## src/rtl/tx_lane_serializer_pkg.sv

```systemverilog
// Shared constants and state encoding for the four-lane TX serializer.
package tx_lane_serializer_pkg;

    localparam logic [7:0]  COM                = 8'hBC;
    localparam logic [7:0]  IDL                = 8'h7C;
    localparam int unsigned SYNC_COUNT_DEFAULT = 4;

    typedef enum logic {
        SYNC   = 1'b0,
        ACTIVE = 1'b1
    } state_e;

endpackage

```

## src/rtl/tx_lane_serializer_shift8.sv

```systemverilog
// Byte shifter: loads a byte every 8th cycle and shifts it out MSB first.
module tx_shift8 (
    input  logic       clk_i,
    input  logic       rst_ni,
    input  logic [7:0] load_byte_i,
    output logic       load_o,
    output logic       data_o
);

    logic [7:0] sh_q, sh_d;
    logic [2:0] bit_cnt_q, bit_cnt_d;

    assign load_o = (bit_cnt_q == 3'd0);
    assign data_o = sh_q[7];

    always_comb begin
        sh_d      = load_o ? load_byte_i : {sh_q[6:0], 1'b0};
        bit_cnt_d = bit_cnt_q + 3'd1;
    end

    always_ff @(posedge clk_i or negedge rst_ni) begin
        if (!rst_ni) begin
            sh_q      <= '0;
            bit_cnt_q <= '0;
        end else begin
            sh_q      <= sh_d;
            bit_cnt_q <= bit_cnt_d;
        end
    end

endmodule

```

## src/rtl/tx_lane_serializer.sv

```systemverilog
// Four-lane TX serializer: COM sync preamble, then fixed round-robin lane slots.
module tx_lane_serializer
    import tx_lane_serializer_pkg::*;
#(
    parameter int unsigned SYNC_COUNT = SYNC_COUNT_DEFAULT
) (
    input  logic       clk_32f,
    input  logic       reset,
    input  logic [7:0] in0,
    input  logic [7:0] in1,
    input  logic [7:0] in2,
    input  logic [7:0] in3,
    input  logic       valid_in0,
    input  logic       valid_in1,
    input  logic       valid_in2,
    input  logic       valid_in3,
    output logic       ack0,
    output logic       ack1,
    output logic       ack2,
    output logic       ack3,
    output logic       data_out,
    output logic       active
);

    localparam int unsigned      CNT_W     = (SYNC_COUNT < 1) ? 1 : $clog2(SYNC_COUNT + 1);
    localparam logic [CNT_W-1:0] SYNC_LAST = CNT_W'(SYNC_COUNT - 1);

    state_e           state_q, state_d;
    logic [CNT_W-1:0] sync_cnt_q, sync_cnt_d;
    logic [1:0]       lane_ptr_q, lane_ptr_d;
    logic             active_q, active_d;

    logic             load;
    logic [7:0]       load_byte;
    logic [7:0]       lane_data [4];
    logic [3:0]       lane_valid;
    logic [3:0]       ack;

    assign lane_data[0] = in0;
    assign lane_data[1] = in1;
    assign lane_data[2] = in2;
    assign lane_data[3] = in3;
    assign lane_valid   = {valid_in3, valid_in2, valid_in1, valid_in0};

    tx_shift8 u_shift (
        .clk_i       (clk_32f),
        .rst_ni      (reset),
        .load_byte_i (load_byte),
        .load_o      (load),
        .data_o      (data_out)
    );

    // The state flips to ACTIVE one byte early so the next load already serves lane 0;
    // the active flag is separate and only rises on that first lane load.
    always_comb begin
        state_d    = state_q;
        sync_cnt_d = sync_cnt_q;
        lane_ptr_d = lane_ptr_q;
        active_d   = active_q;
        load_byte  = COM;
        ack        = '0;
        case (state_q)
            SYNC: begin
                if (load) begin
                    sync_cnt_d = sync_cnt_q + CNT_W'(1);
                    if (sync_cnt_q == SYNC_LAST) begin
                        state_d    = ACTIVE;
                        lane_ptr_d = '0;
                    end
                end
            end
            ACTIVE: begin
                load_byte = lane_valid[lane_ptr_q] ? lane_data[lane_ptr_q] : IDL;
                if (load) begin
                    ack[lane_ptr_q] = lane_valid[lane_ptr_q];
                    lane_ptr_d      = lane_ptr_q + 2'd1;
                    active_d        = 1'b1;
                end
            end
            default: ;
        endcase
    end

    always_ff @(posedge clk_32f or negedge reset) begin
        if (!reset) begin
            state_q    <= SYNC;
            sync_cnt_q <= '0;
            lane_ptr_q <= '0;
            active_q   <= 1'b0;
        end else begin
            state_q    <= state_d;
            sync_cnt_q <= sync_cnt_d;
            lane_ptr_q <= lane_ptr_d;
            active_q   <= active_d;
        end
    end

    assign {ack3, ack2, ack1, ack0} = ack;
    assign active = active_q;

endmodule

```

## config.mk

```make
export PLATFORM = sky130hd
export DESIGN_NAME = tx_lane_serializer
export DESIGN_NICKNAME = d
export VERILOG_FILES = /design/src/rtl/tx_lane_serializer_pkg.sv /design/src/rtl/tx_lane_serializer_shift8.sv /design/src/rtl/tx_lane_serializer.sv
export SDC_FILE = /design/constraint.sdc
export NUM_CORES = 1
export LEC_CHECK = 0
export ABC_CLOCK_PERIOD_IN_PS = 3960
export CAP_MARGIN = 30
export CELL_PAD_IN_SITES_DETAIL_PLACEMENT = 0
export CELL_PAD_IN_SITES_GLOBAL_PLACEMENT = 1
export CORE_UTILIZATION = 35
export DETAILED_ROUTE_END_ITERATION = 10
export PLACE_DENSITY_LB_ADDON = 0.1
export SETUP_SLACK_MARGIN = 0.4
export SLEW_MARGIN = 20
export SYNTH_ARGS = -nofsm -noshare
export SYNTH_HDL_FRONTEND = slang
export SYNTH_HIERARCHICAL = 1
export SYNTH_SLANG_ARGS = --single-unit
```

## constraint.sdc

```tcl
create_clock -name clk_32f -period 3.96 [get_ports clk_32f]
set_input_delay 0.396 -clock clk_32f [delete_from_list [all_inputs] [get_ports clk_32f]]
set_output_delay 0.396 -clock clk_32f [all_outputs]
set_load 0.01 [all_outputs]
```

==> key figures, run 1 <==
CTS
  • Worst skew pair latency: 0.28 ns
  • Setup bufs post-CTS: 0
  • CTS Hold Bufs: 0
  • Clock transition at path regs: 0.09 ns
  • H-tree levels: 1
  • TritonCTS clock tree: built
  • CTS max path bufs: 2
  • Cts repair resizes: 0
  • Root buf cell: clkbuf_4
  • Total CTS buffers: 3
  • Sink Count: 18

Route
  • Total number of vias: 781
  • Drt first pass iters: 7
  • Routed WL: 2047 um
  • Average via count per standard cell: 5.006
  • Initial DRC count: 9
  • # DRC: 3
  • Wire per inst: 13.12 um
  • Final antenna-violating net count: 0

Flow run
  • Max cap viols: 0

Power and ir drop
  • LEAKAGE: 0.7172 nW
  • PwrDens: 212.7 nW/um^2
  • Worst vdd ir: 0.1171 mV

Synth
  • Synth Area per Inst: 13.40 sq um
  • Most used flip-flop cell after synthesis: dfrtp_1
  • Post-synth top area share: 41.00%
  • Commonest cells post-synth: dfrtp_1 (18), mux4_2 (9), ha_1 (8)
  • Top post-synthesis cells by area: dfrtp_1 (41%), mux4_2 (18%), mux2_4 (9.6%)
  • Post-Syn Area: 1099 sq um
  • Syn Inst Count: 82
  • Unique cell type count in the Yosys netlist: 23
  • Post-synth EDFFs: 0
  • Most numerous cell in the Yosys netlist: dfrtp_1
  • Post-Syn Nets: 128
  • Async set-reset flop share out of synthesis: 100.0%
  • Synthesis-stage register bit count: 18
  • Sequential-to-total area share from yosys stat: 41.00%
  • Ys Warns: 6
  • Area leader, netlist: dfrtp_1

Die
  • Top-Level Pins: 44
  • Row cnt: 19
  • Core box area: 2853 sq um
  • Die Y: 58.03 um
  • Die area: 3367 sq um
  • Width of the die: 58.03 um
  • Initial core utilization: 38.51%

Critical path
  • Crit path arrival time: 2.57 ns
  • WS Path Type: register to output pin
  • CP max-delay cell: dfrtp_1
  • Crit end category: output pin
  • WP buf/inv: 1
  • Crit path launch type: register
  • Delay-heaviest family, CP: flip-flops
  • Cells along the critical path: mux4_2 -> and3_4 -> and2_1 -> clkdlybuf4s50_1
  • Critical Path Max Stage Delay: 0.79 ns
  • Critical path fanouts, max: 14
  • WP data required: 3.56 ns

Status
  • Failing checks: DRC
  • Status: complete, but fails checks

Cells and area
  • Antenna fix cells: 0
  • Fin util: 55.04%
  • Nets: 173
  • Fin area: 1570 sq um
  • Fillers: 242
  • Share of cells above drive strength 1: 17.60%
  • Area Growth Syn to Fin: 42.94%

Place
  • Placed cell areas: 1548 sq um
  • PortBufs: 43
  • DP HPWL: 1614 um
  • Pre-CTS setup slack: 1.265 ns
  • Placer Congestion: 0.6819

Global route
  • Met3 Usage GRT: 3.571%
  • Met1 Use GR: 18.78%
  • Vias in the first global route: 820
  • Gr usage total: 14.23%
  • Global route overflow: 0
  • Initial antenna violation count: 0
  • Grt peak-use layer: met2
  • First-pass GRT wire length: 3594 um
  • Largest net degree at the start of global routing: 19
  • GR Layer Usage met2: 23.81%

Timing
  • Period utilisation layout: 74.94%
  • Hold Vio Cnt, Final: 0
  • Slew HR: 47.11%
  • Min cycle time layout: 2.968 ns
  • Setup TNS after final layout: 0 ns
  • Unrepaired setup endpoints after global routing: no
  • Worst-margin pin slew: 0.7909 ns
  • Fin. max-slew vios: 0
  • Hold slack: 0.4497 ns
  • Clock Skews: 0.002381 ns
  • Max Clk Rate: 337.0 MHz
  • Endpoints failing setup: 0
  • Setup slack after layout: 0.9924 ns

Worst hold path
  • Hold crit path type: register to register
==> cells by family (layout without fill, tap and decap cells) <==
group                    Yosys count  after routing  share of synthesized area [%]
AO/OA/AOI/OAI                      6              6                          3.645
buffers and inverters             10             53                          4.555
AND/OR/NAND/NOR                   21             21                          11.05
adder cells (fa/ha/maj)            8              8                          9.112
multiplexers                      17             17                          29.04
flip-flops                        18             18                          41.00
XOR/XNOR                           2              2                          1.595
==> path summary, 6_finish.rpt <==
kind                                 startpoint              endpoint  slack [ns]  cells after the start
max in group asynchronous                 reset       u_shift/sh_q[3]        2.91                      1
hold / removal             u_shift/bit_cnt_q[0]  u_shift/bit_cnt_q[0]        0.45                      1
setup reg to reg                  lane_ptr_q[0]       u_shift/sh_q[1]        1.95                      3
hold reg to reg            u_shift/bit_cnt_q[0]  u_shift/bit_cnt_q[0]        0.45                      1
setup / recovery                  lane_ptr_q[0]                  ack3        0.99                      4
min in group asynchronous                 reset       u_shift/sh_q[4]        0.57                      1
==> metal layers <==
metal  vias to the layer above  routed length, um
li1                        376                  -
met1                       371                897
met2                        34                992
met3                         0                158
met4                         0                  0
met5                         -                  0
==> layout by cell type, fill, tap and decap left out <==
| cell | instances |
|---|---|
| a21boi_0 | 1 |
| a21o_1 | 1 |
| a32o_1 | 1 |
| and2_1 | 5 |
| and3_1 | 2 |
| and3_4 | 1 |
| buf_4 | 1 |
| clkbuf_4 | 3 |
| clkdlybuf4s50_1 | 43 |
| dfrtp_1 | 18 |
| ha_1 | 8 |
| inv_1 | 6 |
| mux2_2 | 1 |
| mux2_4 | 7 |
| mux4_2 | 9 |
| nand2_1 | 6 |
| nand2b_1 | 2 |
| nor2b_1 | 1 |
| o21ai_0 | 3 |
| or2_1 | 4 |
| xnor2_1 | 1 |
| xor2_1 | 1 |
==> area by class of cell <==
| class | count | area [sq um] | area share [%] |
|---|---|---|---|
| multi-input cells | 54 | 598.1 | 38.09 |
| flip-flops and latches | 18 | 450.4 | 28.69 |
| clock buffers | 3 | 22.52 | 1.434 |
| well taps | 31 | 38.79 | 2.470 |
| repair buffers | 44 | 437.9 | 27.89 |
| inverters | 6 | 22.52 | 1.434 |
==> flip-flops by register name, summed over array words and instances (netlist names) <==
signal             count
u_shift/sh_q           8
sync_cnt_q             3
u_shift/bit_cnt_q      3
lane_ptr_q             2
active                 1
state_q                1
==> power breakdown <==
part           internal [W]  leakage (nW)  switching, W
Sequential         0.000188         0.200    0.00000117
Combinational     0.0000462         0.504     0.0000125
Clock             0.0000353        0.0138     0.0000512
==> metrics by stage <==
step                total power (W)  instances
floorplan                 0.0002094         82
CTS                       0.0003400        156
finish                    0.0003340        156
global placement          0.0002513        153
detailed placement        0.0002523        153
global route              0.0003538        156
Power figures use the tool's default switching activity.
==> run 2, diff against run 1 <==
--- a/config.mk
+++ b/config.mk
@@ -5,11 +5,11 @@
 export SDC_FILE = /design/constraint.sdc
 export NUM_CORES = 1
 export LEC_CHECK = 0
-export ABC_CLOCK_PERIOD_IN_PS = 3960
+export ABC_CLOCK_PERIOD_IN_PS = 2650
 export CAP_MARGIN = 30
 export CELL_PAD_IN_SITES_DETAIL_PLACEMENT = 0
 export CELL_PAD_IN_SITES_GLOBAL_PLACEMENT = 1
-export CORE_UTILIZATION = 35
+export CORE_UTILIZATION = 30
 export DETAILED_ROUTE_END_ITERATION = 10
 export PLACE_DENSITY_LB_ADDON = 0.1
 export SETUP_SLACK_MARGIN = 0.4
==> constraint.sdc (replaced) <==
create_clock -name clk_32f -period 2.65 [get_ports clk_32f]
set_input_delay 0.265 -clock clk_32f [delete_from_list [all_inputs] [get_ports clk_32f]]
set_output_delay 0.265 -clock clk_32f [all_outputs]
set_load 0.01 [all_outputs]
==> key figures, run 2 (synthesized netlist as in run 1, its figures left out) <==
Route
  • Total number of vias: 785 (+0.51%)
  • Wire per inst: 13.36 um (+1.8%)
  • Initial DRC count: 8 (-1)
  • Routed WL: 2324 um (+14%)
  • # DRC: 0 (-3)
  • Drt first pass iters: 3 (-4)
  • Average via count per standard cell: 4.511 (-9.9%)
  • Final antenna-violating net count: 0 (unchanged)

Die
  • Die area: 3908 sq um (+16%)
  • Row cnt: 21 (+2)
  • Width of the die: 62.52 um (+7.7%)
  • Die Y: 62.52 um (+7.7%)
  • Top-Level Pins: 44 (unchanged)
  • Initial core utilization: 32.16% (-6.3 points)
  • Core box area: 3416 sq um (+20%)

Timing
  • Clock Skews: 0.005507 ns (+0.003126 ns)
  • Slew HR: 45.90% (-1.2 points)
  • Min cycle time layout: 2.065 ns
  • Worst-margin pin slew: 0.8090 ns (+0.01814 ns)
  • Unrepaired setup endpoints after global routing: no
  • Period utilisation layout: 77.92%
  • Hold Vio Cnt, Final: 0 (unchanged)
  • Fin. max-slew vios: 0 (unchanged)
  • Setup TNS after final layout: 0 ns (unchanged)
  • Max Clk Rate: 484.3 MHz
  • Hold slack: 0.4411 ns (-0.008570 ns)
  • Endpoints failing setup: 0 (unchanged)

Cells and area
  • Fin util: 47.03% (-8.0 points)
  • Fillers: 319 (+32%)
  • Antenna fix cells: 0 (unchanged)
  • Largest register FFs: 8 (unchanged)
  • Fin area: 1607 sq um (+2.3%)
  • Share of cells above drive strength 1: 19.53% (+1.9 points)
  • Nets: 176 (+1.7%)
  • Most common cell after layout, fill and taps aside: clkdlybuf4s50_1
  • Area Growth Syn to Fin: 46.24%
  • Non-filler instance count after layout: 174 (+12%)
  • Most frequent cells in the layout: clkdlybuf4s50_1 (39), dfrtp_1 (18), mux4_2 (9)
  • Reg with most FFs: u_shift/sh_q
  • Biggest registers after layout: u_shift/sh_q: 8 flops, sync_cnt_q: 3 flops, u_shift/bit_cnt_q: 3 flops

Critical path
  • Crit path launch type: register
  • Worst-case reg-to-reg path depth: 4 (+1)
  • CP max-delay cell: mux4_2
  • Critical path fanouts, max: 4 (-10)
  • Crit path arrival time: 1.80 ns (-0.77 ns)
  • Cells along the critical path: mux4_2 -> and3_4 -> and2_1 -> dlygate4sd2_1
  • Reg2reg setup slack: 0.89 ns (-1.06 ns)
  • Launch point of the worst path: lane_ptr_q[0]
  • WP data required: 2.38 ns (-1.18 ns)
  • WS Path Type: register to output pin
  • WP buf/inv: 1 (unchanged)
  • R2R Path Start: lane_ptr_q[0]
  • Crit end category: output pin
  • Delay-heaviest family, CP: multiplexers
  • R2R Path End: u_shift/sh_q[5]
  • Critical Path Max Stage Delay: 0.52 ns (-0.27 ns)

Status
  • Status: complete, no violations

Global route
  • Global route overflow: 0 (unchanged)
  • Vias in the first global route: 891 (+8.7%)
  • Initial antenna violation count: 0 (unchanged)
  • First-pass GRT wire length: 4105 um (+14%)
  • Gr usage total: 13.68% (-0.55 points)
  • Largest net degree at the start of global routing: 19 (unchanged)

CTS
  • Root buf cell: clkbuf_4
  • Total CTS buffers: 3 (unchanged)
  • Worst skew pair latency: 0.28 ns (about the same)
  • H-tree levels: 1 (unchanged)
  • TritonCTS clock tree: built
  • Clock transition at path regs: 0.09 ns (about the same)
  • Sink Count: 18 (unchanged)
  • CTS max path bufs: 2 (unchanged)

Power and ir drop
  • Worst vdd ir: 0.1631 mV (+39%)
  • PwrDens: 311.2 nW/um^2 (+46%)
  • LEAKAGE: 0.7498 nW (+4.5%)

Place
  • Placed insts: 170 (+11%)
  • Placer Congestion: 0.6696 (-1.8%)
  • Placed cell areas: 1582 sq um (+2.2%)
  • DP HPWL: 1892 um (+17%)
  • PortBufs: 43 (unchanged)

Worst hold path
  • Hold crit path type: input pin to asynchronous set/reset pin

Flow run
  • Max cap viols: 0 (unchanged)
-- run 2: changes by cell type in the layout (fill, tap and decap cells not counted), sizes merged --
cell / previous run / this run
dlygate4sd2: 0 / 4
buf: 1 / 4
clkdlybuf4s50: 43 / 39
-- run 2: worst max path at each step --
stage | depth (start not counted) | endpoint
floorplan | 4 | u_shift/sh_q[2]
global placement | 5 | ack3
detailed placement | 5 | ack1
CTS | 4 | ack1
global route | 4 | ack1
finish | 4 | ack1
-- run 2: worst reg2reg max path, delay by kind of cell (launching register included) --
family / cells / cell delay (ns)
buf+inv: 1 / 0.26
simple gates: 1 / 0.23
mux: 2 / 0.79
flops: 1 / 0.38
-- run 2: per-layer routing --
| metal | global-route usage, % | vias up | wire length [um] | part of all wire, % |
|---|---|---|---|---|
| li1 | - | 382 | - | - |
| met1 | 16.32 | 372 | 968 | 42 |
| met2 | 23.37 | 27 | 1208 | 52 |
| met3 | 4.015 | 4 | 113 | 4.9 |
| met4 | 4.651 | 0 | 33 | 1.4 |
| met5 | 0 | - | 0 | 0 |
-- run 2: what timing repair did --
action                     CTS  global route
hold buffers                 0             0
resized for setup            4             0
buffers inserted             1             0
setup endpoints to repair    4             0
-- run 2: cell type report --
cell class | instances | area (sq um) | area share, %
flip-flops and latches | 18 | 450.4 | 28.04
multi-input cells | 54 | 598.1 | 37.23
repair buffers | 47 | 455.4 | 28.35
well taps | 46 | 57.56 | 3.583
clock buffers | 3 | 22.52 | 1.402
inverters | 6 | 22.52 | 1.402
-- run 2: stage by stage --
step / setup slack (ns) / power [W]
3_3_place_gp: 0.3467 / 0.0003762
2_1_floorplan: 0.9428 / 0.0003129
5_1_grt: 0.4751 / 0.0005326
6_report: 0.5851 / 0.0005000
4_1_cts: 0.5471 / 0.0005119
3_5_place_dp: 0.3414 / 0.0003777
-- run 2: power breakdown --
part / switching [W] / internal, W / total (W)
Combinational: 0.0000199 / 0.0000701 / 0.0000900
Sequential: 0.00000184 / 0.000280 / 0.000282
Clock: 0.0000750 / 0.0000527 / 0.000128
Total: 0.0000967 / 0.000403 / 0.000500
==> run 3, diff against run 2 <==
--- a/config.mk
+++ b/config.mk
@@ -5,7 +5,7 @@
 export SDC_FILE = /design/constraint.sdc
 export NUM_CORES = 1
 export LEC_CHECK = 0
-export ABC_CLOCK_PERIOD_IN_PS = 2650
+export ABC_CLOCK_PERIOD_IN_PS = 1700
 export CAP_MARGIN = 30
 export CELL_PAD_IN_SITES_DETAIL_PLACEMENT = 0
 export CELL_PAD_IN_SITES_GLOBAL_PLACEMENT = 1
==> constraint.sdc (replaced) <==
create_clock -name clk_32f -period 1.7 [get_ports clk_32f]
set_input_delay 0.17 -clock clk_32f [delete_from_list [all_inputs] [get_ports clk_32f]]
set_output_delay 0.17 -clock clk_32f [all_outputs]
set_load 0.01 [all_outputs]
==> key figures, run 3 (synthesized netlist as in run 1, its figures left out) <==
Global route
  • Initial antenna violation count: 0 (unchanged)
  • First-pass GRT wire length: 4491 um (+9.4%)
  • Global route overflow: 0 (unchanged)
  • Vias in the first global route: 979 (+9.9%)
  • Largest net degree at the start of global routing: 19 (unchanged)
  • Gr usage total: 14.92% (+1.2 points)

Route
  • Average via count per standard cell: 4.540 (+0.63%)
  • # DRC: 0 (unchanged)
  • Final antenna-violating net count: 0 (unchanged)
  • Drt first pass iters: 4 (+1)
  • Wire per inst: 13.81 um (+3.4%)
  • Total number of vias: 849 (+8.2%)
  • Routed WL: 2582 um (+11%)
  • Initial DRC count: 8 (unchanged)

Timing
  • Clock Skews: 0.004430 ns (-0.001077 ns)
  • Fin. max-slew vios: 0 (unchanged)
  • Period utilisation layout: 105.6%
  • Setup slack after layout: -0.09482 ns (-0.6799 ns)
  • Slew HR: 84.58% (+39 points)
  • Worst-margin pin slew: 0.2313 ns (-0.5777 ns)
  • Min cycle time layout: 1.795 ns
  • Max Clk Rate: 557.2 MHz
  • Unrepaired setup endpoints after global routing: yes
  • Endpoints failing setup: 8 (+8)
  • Hold Vio Cnt, Final: 0 (unchanged)

Status
  • Status: complete, but fails checks
  • Failing checks: setup timing

Critical path
  • Reg2reg setup slack: -0.05 ns (-0.94 ns)
  • WP data required: 1.53 ns (-0.85 ns)
  • WS Path Type: register to output pin
  • Critical path fanouts, max: 4 (unchanged)
  • Crit path arrival time: 1.62 ns (-0.18 ns)
  • Crit end category: output pin
  • R2R Path End: u_shift/sh_q[3]
  • R2R Path Start: lane_ptr_q[0]
  • Crit path launch type: register
  • Critical path destination: ack3
  • Worst-case reg-to-reg path depth: 4 (unchanged)
  • Launch point of the worst path: lane_ptr_q[0]

Die
  • Core box area: 3416 sq um (unchanged)
  • Top-Level Pins: 44 (unchanged)
  • Die area: 3908 sq um (unchanged)
  • Width of the die: 62.52 um (unchanged)
  • Initial core utilization: 32.16% (unchanged)
  • Die Y: 62.52 um (unchanged)
  • Row cnt: 21 (unchanged)

CTS
  • CTS max path bufs: 2 (unchanged)
  • Root buf cell: clkbuf_4
  • TritonCTS clock tree: built
  • Total CTS buffers: 3 (unchanged)
  • Worst skew pair latency: 0.29 ns (about the same)
  • Clock transition at path regs: 0.11 ns (+0.02 ns)
  • H-tree levels: 1 (unchanged)
  • Sink Count: 18 (unchanged)

Flow run
  • Max cap viols: 0 (unchanged)

Cells and area
  • Most common cell after layout, fill and taps aside: clkdlybuf4s50_1
  • Fin area: 1797 sq um (+12%)
  • Register cell area after layout: 451.7 sq um (+0.28%)
  • Largest register FFs: 8 (unchanged)
  • Most frequent cells in the layout: clkdlybuf4s50_1 (37), dfrtp_1 (17), buf_4 (10)
  • Reg with most FFs: u_shift/sh_q
  • Fillers: 321 (+0.63%)
  • Antenna fix cells: 0 (unchanged)
  • Share of cells above drive strength 1: 37.59% (+18 points)
  • Nets: 188 (+6.8%)
  • Area of the multi-input gates: 640.6 sq um (+7.1%)
  • Area Growth Syn to Fin: 63.55%
  • Fin util: 52.60% (+5.6 points)
  • Biggest registers after layout: u_shift/sh_q: 8 flops, sync_cnt_q: 3 flops, u_shift/bit_cnt_q: 3 flops

Place
  • PortBufs: 43 (unchanged)
  • Placed cell areas: 1642 sq um (+3.8%)
  • DP HPWL: 1921 um (+1.5%)
  • Placer Congestion: 0.7262 (+8.5%)

Power and ir drop
  • Worst vdd ir: 0.2073 mV (+27%)
  • PwrDens: 472.5 nW/um^2 (+52%)
  • LEAKAGE: 0.8420 nW (+12%)

Worst hold path
  • Hold crit path type: input pin to asynchronous set/reset pin
## run 3: how the worst min path moves through the flow
stage | slack, ns | endpoint | startpoint | cells past startpoint
floorplan | -0.13 | active | reset | 0
global placement | 0.43 | u_shift/bit_cnt_q[0] | u_shift/bit_cnt_q[0] | 1
detailed placement | 0.44 | u_shift/bit_cnt_q[0] | u_shift/bit_cnt_q[0] | 1
CTS | 0.20 | u_shift/sh_q[7] | reset | 2
global route | 0.20 | u_shift/sh_q[7] | reset | 2
finish | 0.19 | u_shift/sh_q[7] | reset | 2
## run 3: per-layer routing
metal / part of all wire, % / vias to the layer above / wire (um) / global-route usage, %
li1: - / 406 / - / -
met1: 43 / 415 / 1100 / 18.14
met2: 52 / 26 / 1344 / 26.36
met3: 4.8 / 2 / 123 / 3.102
met4: 0.50 / 0 / 13 / 4.360
met5: 0 / - / 0 / 0
## run 3: cell type report
class | count | area share [%]
multi-input combinational | 54 | 35.65
timing repair buffer | 59 | 32.73
sequential | 18 | 25.14
tap | 46 | 3.203
clock buffer | 4 | 2.020
inverter | 6 | 1.253
## run 3: worst max-delay path, stage by stage, from the launching register on
cell and delay [ns]:
dfrtp_2 0.38, mux4_2 0.50, and3_4 0.20, and2_4 0.13, buf_6 0.11
## run 3: where the power goes
group / internal (W) / switching (W) / total [W]
registers: 0.000437 / 0.00000263 / 0.000440
clock network: 0.000130 / 0.000138 / 0.000268
logic: 0.000110 / 0.0000310 / 0.000141
## run 3: repair_timing
action,4_1_cts,5_1_grt
hold buffers,0,0
buffers inserted,8,1
gates resized for setup,31,7
endpoints found under the setup margin,19,19
pin swaps,1,1
## run 3: stage by stage
step / total power, W / std cells / setup TNS, ns / hold slack (ns) / worst slack, ns
global route: 0.0008932 / 187 / -1.234 / 0.2048 / -0.1666
floorplan: 0.0004880 / 82 / 0 / -0.1256 / 0.07479
detailed placement: 0.0005919 / 174 / -1.604 / 0.4402 / -0.3393
finish: 0.0008489 / 187 / -0.5075 / 0.1910 / -0.09482
CTS: 0.0008617 / 186 / -0.6921 / 0.1955 / -0.1190
global placement: 0.0005899 / 174 / -1.430 / 0.4286 / -0.3038
